$ cat src/rtl/shared_reg_arbiter_pkg.sv
// shared_reg_arbiter_pkg
//   Common definitions for the shared holding-register arbiter:
//   FSM state encoding, a constant-evaluable ceil(log2) for sizing the
//   hold counter, and the legality check applied to the block parameters.
package shared_reg_arbiter_pkg;

  typedef enum logic {
    ST_IDLE = 1'b0,
    ST_HOLD = 1'b1
  } state_t;

  // ceil(log2(v)), never less than 1 so a counter always has a bit.
  function automatic int clog2(input int v);
    int r;
    r = 0;
    while ((1 << r) < v) r++;
    return (r < 1) ? 1 : r;
  endfunction

  // HOLD must leave at least one frozen cycle after the load, the owner
  // ID must be able to name every requester, and R stays in 2..16.
  function automatic bit params_ok(input int hold, input int r, input int idw);
    return (hold >= 2) && (r >= 2) && (r <= 16) && ((1 << idw) >= r);
  endfunction

endpackage

$ cat src/rtl/shared_reg_arbiter_rr_pick.sv
// rr_pick
//   Purely combinational round-robin picker. Returns the first set request
//   at or above ptr, wrapping to the lowest set request when nothing at or
//   above ptr is requesting.
// Ports:
//   req    in  R    request vector
//   ptr    in  IDW  round-robin start position (always < R)
//   any    out 1    at least one request is set
//   winner out IDW  index of the chosen requester
//   onehot out R    one-hot form of winner (all zero when any is low)
module rr_pick #(
  parameter int R   = 4,
  parameter int IDW = 2
) (
  input  logic [R-1:0]   req,
  input  logic [IDW-1:0] ptr,
  output logic           any,
  output logic [IDW-1:0] winner,
  output logic [R-1:0]   onehot
);

  logic           hi_any;
  logic [IDW-1:0] hi_idx;
  logic [IDW-1:0] lo_idx;

  always_comb begin
    // NOTE: every output of a combinational block gets a default first so
    // that no path leaves it unassigned and infers a latch.
    hi_any = 1'b0;
    hi_idx = '0;
    any    = 1'b0;
    lo_idx = '0;
    // Scanning downward lets the lowest matching index overwrite the rest:
    // hi_* finds the first request at/above ptr, lo_* the first overall,
    // which is exactly where the modulo-R scan lands after wrapping.
    for (int i = R - 1; i >= 0; i--) begin
      if (req[i] && (i >= int'(ptr))) begin
        hi_any = 1'b1;
        hi_idx = IDW'(i);
      end
      if (req[i]) begin
        any    = 1'b1;
        lo_idx = IDW'(i);
      end
    end
    winner = hi_any ? hi_idx : lo_idx;
    onehot = '0;
    for (int i = 0; i < R; i++) begin
      onehot[i] = any && (winner == IDW'(i));
    end
  end

endmodule

$ cat src/rtl/shared_reg_arbiter.sv
// shared_reg_arbiter
//   Shares one N-bit holding register between R requesters. A round-robin
//   winner's word is loaded and frozen for HOLD cycles, tagged with its
//   owner and VALID, then the register is re-arbitrated (back to back if
//   anyone is requesting) or the block returns to IDLE keeping Q/OWNER.
// Ports:
//   CLK   in  1    clock, rising edge
//   RST   in  1    synchronous active-high reset
//   REQ   in  R    per-requester request
//   D     in  R*N  flattened data, requester i on D[i*N +: N]
//   GNT   out R    one-cycle one-hot pulse after the capture edge
//   Q     out N    shared register
//   OWNER out IDW  requester whose word is in Q
//   VALID out 1    Q holds a live granted word
//   BUSY  out 1    in HOLD state
module shared_reg_arbiter
  import shared_reg_arbiter_pkg::*;
#(
  parameter int N    = 8,
  parameter int R    = 4,
  parameter int IDW  = 2,
  parameter int HOLD = 4
) (
  input  logic           CLK,
  input  logic           RST,
  input  logic [R-1:0]   REQ,
  input  logic [R*N-1:0] D,
  output logic [R-1:0]   GNT,
  output logic [N-1:0]   Q,
  output logic [IDW-1:0] OWNER,
  output logic           VALID,
  output logic           BUSY
);

  localparam int CW = clog2(HOLD);

  if (!params_ok(HOLD, R, IDW)) begin : g_bad_params
    $error("shared_reg_arbiter: need HOLD>=2, 2<=R<=16 and 2**IDW>=R");
  end

  state_t         state;
  logic [CW-1:0]  cnt;
  logic [IDW-1:0] ptr;

  logic           pick_any;
  logic [IDW-1:0] pick_winner;
  logic [R-1:0]   pick_onehot;
  logic           arb_open;
  logic [N-1:0]   win_data;

  rr_pick #(
    .R   (R),
    .IDW (IDW)
  ) u_pick (
    .req    (REQ),
    .ptr    (ptr),
    .any    (pick_any),
    .winner (pick_winner),
    .onehot (pick_onehot)
  );

  // Arbitration is open in IDLE and on the final hold cycle, which gives
  // bubble-free back-to-back loads.
  assign arb_open = (state == ST_IDLE) || (cnt == '0);

  always_comb begin
    win_data = '0;
    for (int i = 0; i < R; i++) begin
      if (pick_onehot[i]) win_data = D[i*N +: N];
    end
  end

  // NOTE: all state is updated with non-blocking assignments so every
  // register samples pre-edge values regardless of statement order.
  always_ff @(posedge CLK) begin
    if (RST) begin
      state <= ST_IDLE;
      cnt   <= '0;
      ptr   <= '0;
      Q     <= '0;
      OWNER <= '0;
      GNT   <= '0;
      VALID <= 1'b0;
      BUSY  <= 1'b0;
    end else begin
      GNT <= '0;
      if (arb_open && pick_any) begin
        Q     <= win_data;
        OWNER <= pick_winner;
        GNT   <= pick_onehot;
        VALID <= 1'b1;
        BUSY  <= 1'b1;
        cnt   <= CW'(HOLD - 1);
        state <= ST_HOLD;
        ptr   <= (pick_winner == IDW'(R - 1)) ? '0 : pick_winner + IDW'(1);
      end else if (state == ST_HOLD) begin
        if (cnt != '0) begin
          cnt <= cnt - CW'(1);
        end else begin
          state <= ST_IDLE;
          VALID <= 1'b0;
          BUSY  <= 1'b0;
        end
      end
    end
  end

endmodule

$ cat config.mk
export PLATFORM = sky130hd
export DESIGN_NAME = shared_reg_arbiter
export DESIGN_NICKNAME = d
export VERILOG_FILES = /design/src/rtl/shared_reg_arbiter_pkg.sv /design/src/rtl/shared_reg_arbiter_rr_pick.sv /design/src/rtl/shared_reg_arbiter.sv
export SDC_FILE = /design/constraint.sdc
export NUM_CORES = 1
export LEC_CHECK = 0
export CAP_MARGIN = 20
export CORE_MARGIN = 1.5
export CORE_UTILIZATION = 41
export CTS_BUF_LIST = sky130_fd_sc_hd__clkbuf_4
export DETAILED_ROUTE_END_ITERATION = 8
export MAX_ROUTING_LAYER = met4
export PLACE_DENSITY = 0.81
export SLEW_MARGIN = 20
export SYNTH_ARGS = -nofsm -noshare
export SYNTH_HDL_FRONTEND = slang
export SYNTH_SLANG_ARGS = --single-unit
$ cat constraint.sdc
create_clock -name CLK -period 2.5 [get_ports CLK]
set_input_delay 0.25 -clock CLK [delete_from_list [all_inputs] [get_ports CLK]]
set_output_delay 0.25 -clock CLK [all_outputs]
set_load 0.03 [all_outputs]
; ---- Yosys cells after proc, flatten, opt, wreduce, memory -nomap -nowiden
; Index checks and enable logic that the tools add are counted.
[word_totals]
output_inout_bits = 16
register_bits = 20
inputBits = 38
[classes]
n_reduce_logical = 17
n_lt_le_gt_ge = 3
n_bitwise = 2
n_addsub = 2
muxes = 29
eq_ne = 4
[ops]
columns = cell, count
row1 = $mux 8, 4
row2 = $mux 2, 12
row3 = $mux 1, 13
row4 = $logic_and 1x1->1, 8
row5 = $reduce_bool 2->1, 3
row6 = $eq 2x2->1 const B, 2
row7 = $ge 1x2->1 const A, 2
row8 = $logic_not 2->1, 2
row9 = $reduce_and 2->1, 2
row10 = $add 2x1->2 const B, 1
row11 = $eq 2x1->1 const B, 1
row12 = $ge 2x2->1 const A, 1
row13 = $ne 2x2->1 const B, 1
row14 = $not 1->1, 2
row15 = $reduce_or 2->1, 1
row16 = $sub 2x1->2 const B, 1
row17 = $logic_or 1x1->1, 1

; ---- Depth between registers and ports, before layout
[logic_depth]
word_depth = 12
ltp_mapped = 8

; ---- Cells and area by module
; A second synthesis with hierarchy kept.
[unflattened]
cells_unflattened = 152
hier_area_um2 = 1295.0
[modules_own_cells]
columns = module, cells_each, instances, area_per_inst_um2
row1 = shared_reg_arbiter, 121, 1, 1073.5
row2 = rr_pick, 31, 1, 221.5

; ---- Worst setup path before layout
; No wires, ideal clock.
[synth_timing]
path_type = register to register
from = reg ptr[1]
to = reg Q[2]
required_ps = 2383
n_path_buf = 1
setup_slack_ps = 324
arrival_time_ps = 2058
period_less_slack_ps = 2176
stages_incl_launch_ff = 9
cell_sequence = dfxtp_1 mux2i_1 o22ai_1 or2_2 ha_1 or2_1 clkbuf_1 a221o_1 a32o_2
[synth_via]
elab_chain_cells = 12
elab_cells_between_ends = 25
[synth_rtl]
columns = element, line
row1 = "start, declared", shared_reg_arbiter.sv:43  ; logic [IDW-1:0] ptr;
row2 = "start signal, assigned", shared_reg_arbiter.sv:95  ; ptr <= (pick_winner == IDW'(R - 1)) ? '0 : pick_winner + IDW'(1);
row3 = $ge 2x2->1, shared_reg_arbiter_rr_pick.sv:37  ; if (req[i] && (i >= int'(ptr))) begin
row4 = $logic_and 1x1->1, shared_reg_arbiter_rr_pick.sv:37
row5 = $mux 2 or $mux 1 (tied branches) (3 in series), shared_reg_arbiter_rr_pick.sv:37
row6 = $mux 2 (*), shared_reg_arbiter_rr_pick.sv:46  ; winner = hi_any ? hi_idx : lo_idx;
row7 = $logic_not 2->1, shared_reg_arbiter_rr_pick.sv:49  ; onehot[i] = any && (winner == IDW'(i));
row8 = $logic_and 1x1->1, shared_reg_arbiter_rr_pick.sv:49
row9 = $mux 8 (3 in series), shared_reg_arbiter.sv:69  ; if (pick_onehot[i]) win_data = D[i*N +: N];
row10 = $mux 8 (*), shared_reg_arbiter.sv:69
row11 = "end signal, assigned", shared_reg_arbiter.sv:88  ; Q <= win_data;
row12 = "end, declared", shared_reg_arbiter.sv:29  ; output logic [N-1:0] Q,
; Mark *: on every way between the ends. The rest lies on a longest branch, timed or not.
; A chain may end at the register's enable or synchronous reset.

; ---- Worst setup path in the final report
[layout_timing]
from = in REQ[0]
to = reg Q[6]
[layout_via]
elab_chain_cells = 9
elab_cells_between_ends = 19
[layout_rtl]
columns = element, line
row1 = "start, declared", shared_reg_arbiter.sv:26  ; input logic [R-1:0] REQ,
row2 = $logic_and 1x1->1, shared_reg_arbiter_rr_pick.sv:37
row3 = $mux 2 or $mux 1 (tied branches), shared_reg_arbiter_rr_pick.sv:37
row4 = $mux 2 (*), shared_reg_arbiter_rr_pick.sv:46
row5 = named net pick_winner[1], shared_reg_arbiter.sv:46  ; logic [IDW-1:0] pick_winner;
row6 = $logic_not 2->1, shared_reg_arbiter_rr_pick.sv:49
row7 = $logic_and 1x1->1, shared_reg_arbiter_rr_pick.sv:49
row8 = $mux 8 (3 in series), shared_reg_arbiter.sv:69
row9 = $mux 8 (*), shared_reg_arbiter.sv:69
; Mark *: on every way through the listed nets, which the timed path passes. The rest lies on a longest branch.

==> results.md <==
- Inserted Clock Buffers: 3
- Die area: 2973 µm²
- Die span in x: 54.53 µm
- Total gr overflow: 0
- Syn_nets: 155
- Slew Limit Fails: 0
- Worst path max stage delay: 0.62 ns
- Hold Vio Cnt, Final: 0
- DR pass1 iterations: 4
- Largest family of logic cells by synthesized area: compound AO/OA/AOI/OAI gates
- Tcrit/Tclk final: 0.9488
- Boundary pin count: 54
- Sequential power share: 0.345
- CTS Hold Bufs: 0
- Critical Path, Cell by Cell: clkdlybuf4s50_1, nand2_1, a311oi_2, nor2_1, ha_1, or2_1, a221o_1, a32o_2
- Max_cap viols: 0
- Critical-path top delay cell: clkdlybuf4s50_1
- Mapped cell area: 1089 µm²
- Worst-margin pin slew: 0.4914 ns
- Setup Skew: 0.01171 ns
- Comb power frac: 0.419
- Layout Cells excl Fill: 201
- Most common cell after layout, fill and taps aside: clkdlybuf4s50_1
- CTS tree: yes
- Fin Hold WS: 0.4835 ns
- IR drop worst, VDD: 414.3 µV
- Routed Antenna Nets: 0
- Via Count: 1155
- Layout cells sized above 1: 0.1754
- Fin crit period: 2.372 ns
- Post-synthesis simple-gate area fraction: 0.1655
- Clock Latency Late Sink: 0.30 ns
- CP bufs+invs: 1
- Core region area: 2500 µm²
- Power Density: 643.0 nW/µm²
- Final nets: 215
- Setup TNS: 0 ns
- Mapped Cells: 112
- Inserted Diodes: 0
- Post-DP HPWL: 2326 µm
- Sequential fraction of the synthesis area: 0.3678
- Final routed DRC violation total: 0
- Synth Register Bits: 20
- Lkg Pwr: 0.6990 nW
- Placed Instances: 197
- Post-CTS Setup Bufs: 0
- Port Buffer Count: 53
- GRT Overall Usage: 0.2225
- CP top delay family: compound AO/OA/AOI/OAI gates
- Most frequent cells in the layout: clkdlybuf4s50_1, dfxtp_1, buf_4
- Root buf cell: clkbuf_4
- Synthesized area per cell: 9.719 µm²
- PnR worst setup slack: 0.1280 ns
- Run status: finished, final reports clean
- DRT Wirelength: 3009 µm
- Die height: 54.53 µm
- Gpl congestion: 0.8298
- Dpl ws: -0.2343 ns
- Worst-path clk slew: 0.13 ns
- Largest net degree at the start of global routing: 13
- Vias/cell: 5.746
- Clock tree buffer depth: 2
- WP data arrival: 2.57 ns
- P_sw: 0.3632 mW
- First-pass GRT wire length: 4664 µm
- Area growth from synthesis to layout: 61.61%
- Post-Synth XOR/XNOR Area: 0
- Crit. End Element: flip-flop
- Vias in the first global route: 1124
- WL per Instance: 14.97 µm
- Antenna violations before repair: 0
- CP Max Fanout: 6
- Clock power frac: 0.236
- # setup viols final: 0
- Synth Area in Adders: 0.05747
- Fmax: 421.6 MHz
- Yosys warning total: 0
- Crit Path Category: in2reg
- # clock sinks: 20
- Sw frac: 0.3211
- Internal power: 0.7679 mW
- Slew margin rel.: 0.6717
- H-Tree Depth: 1
- Compound-Gate Fraction of Synth Area: 0.3414
- Initial DRC count: 17
- Yosys cell types: 34
- Rows: 18
- Critical path required time: 2.70 ns
- Post-synthesis mux area share: 0.009195
- RSZ-0062 raised after global routing: false
- CP Launch Type: primary input
- Initial Utilization: 0.4354
- Hold Path Class: reg2reg
per-stage QoR:
stage / cell area [µm²] / util / total power, mW
4_1_cts: 1750 / 0.7002 / 1.130
6_report: 1759 / 0.7037 / 1.131
3_3_place_gp: 1698 / 0.6792 / 0.8519
5_1_grt: 1759 / 0.7037 / 1.185
3_5_place_dp: 1698 / 0.6792 / 0.8620
2_1_floorplan: 1089 / - / 0.6641
worst reg2reg max path, stage by stage, from the launching register on:
cell     delay [ns]
dfxtp_1        0.45
mux2i_1        0.22
o22ai_1        0.14
or2_2          0.32
ha_1           0.22
or2_1          0.30
a221o_1        0.29
a32o_2         0.26
power by group through the flow:
stage,sequential (mW),clock [mW],combinational (mW)
after floorplan,0.461,0,0.203
after global placement,0.396,0,0.456
after detailed placement,0.396,0,0.466
after CTS,0.390,0.270,0.470
after global routing,0.394,0.284,0.506
final,0.390,0.267,0.474
synthesized netlist by cell type, drive strengths merged:
cell,number,area (µm²)
nor2b,3,18.77
nor3,3,15.01
buf,5,26.27
clkbuf,4,15.01
a221o,6,60.06
nand2b,3,18.77
or3,1,6.260
nor2,4,15.01
o22ai,1,6.260
nor3b,1,7.510
clkinv,1,3.750
a311oi,2,17.52
nor4,1,21.27
nand3,2,10.01
o32ai,2,17.52
o21ai,3,15.01
a21oi,5,36.29
or2,3,18.77
or4,2,15.01
o32a,8,80.08
inv,5,18.77
nand2,4,15.01
a21boi,1,7.510
o221a,1,11.26
and2,3,18.77
ha,5,62.56
mux2i,1,10.01
a32o,8,90.09
dfxtp,20,400.4
a211oi,4,30.03
what timing repair did:
action,CTS,global route
gates resized for setup,0,2
endpoints found under the hold margin,0,0
endpoints found under the setup margin,0,8
logic make-up (layout without fill, tap and decap cells):
group / Yosys count / after routing
compound gates: 41 / 41
fa+ha+maj: 5 / 5
buf+inv: 15 / 74
flops: 20 / 20
mux: 1 / 1
simple gates: 30 / 30
registers in the layout (all words and copies together), names as in the netlist:
register and count:
GNT 4, ptr 2, Q 8, state 1, BUSY 1, cnt 2, OWNER 2
metal layers:
layer	global-route usage	vias to the layer above	part of all wire
met3	0.03825	2	0.053
li1	-	559	-
met5	-	-	0
met2	0.3695	47	0.49
met1	0.2639	547	0.45
met4	0.09583	0	0.0076
worst paths after layout:
path	start	end	slack, ns	cells after the start
min reg2reg	cnt[0]	cnt[0]	0.48	1
max reg2reg	ptr[1]	Q[6]	0.19	7
max	REQ[0]	Q[6]	0.13	8
min	cnt[0]	cnt[0]	0.48	1
layout make-up:
type,instances,area [µm²]
clock inverters,1,30.03
inverters,6,22.52
well taps,30,37.54
repair buffers,64,613.1
multi-input cells,77,633.1
clock buffers,3,22.52
flip-flops and latches,20,400.4
fillers,181,740.7
Power figures use the tool's default switching activity.
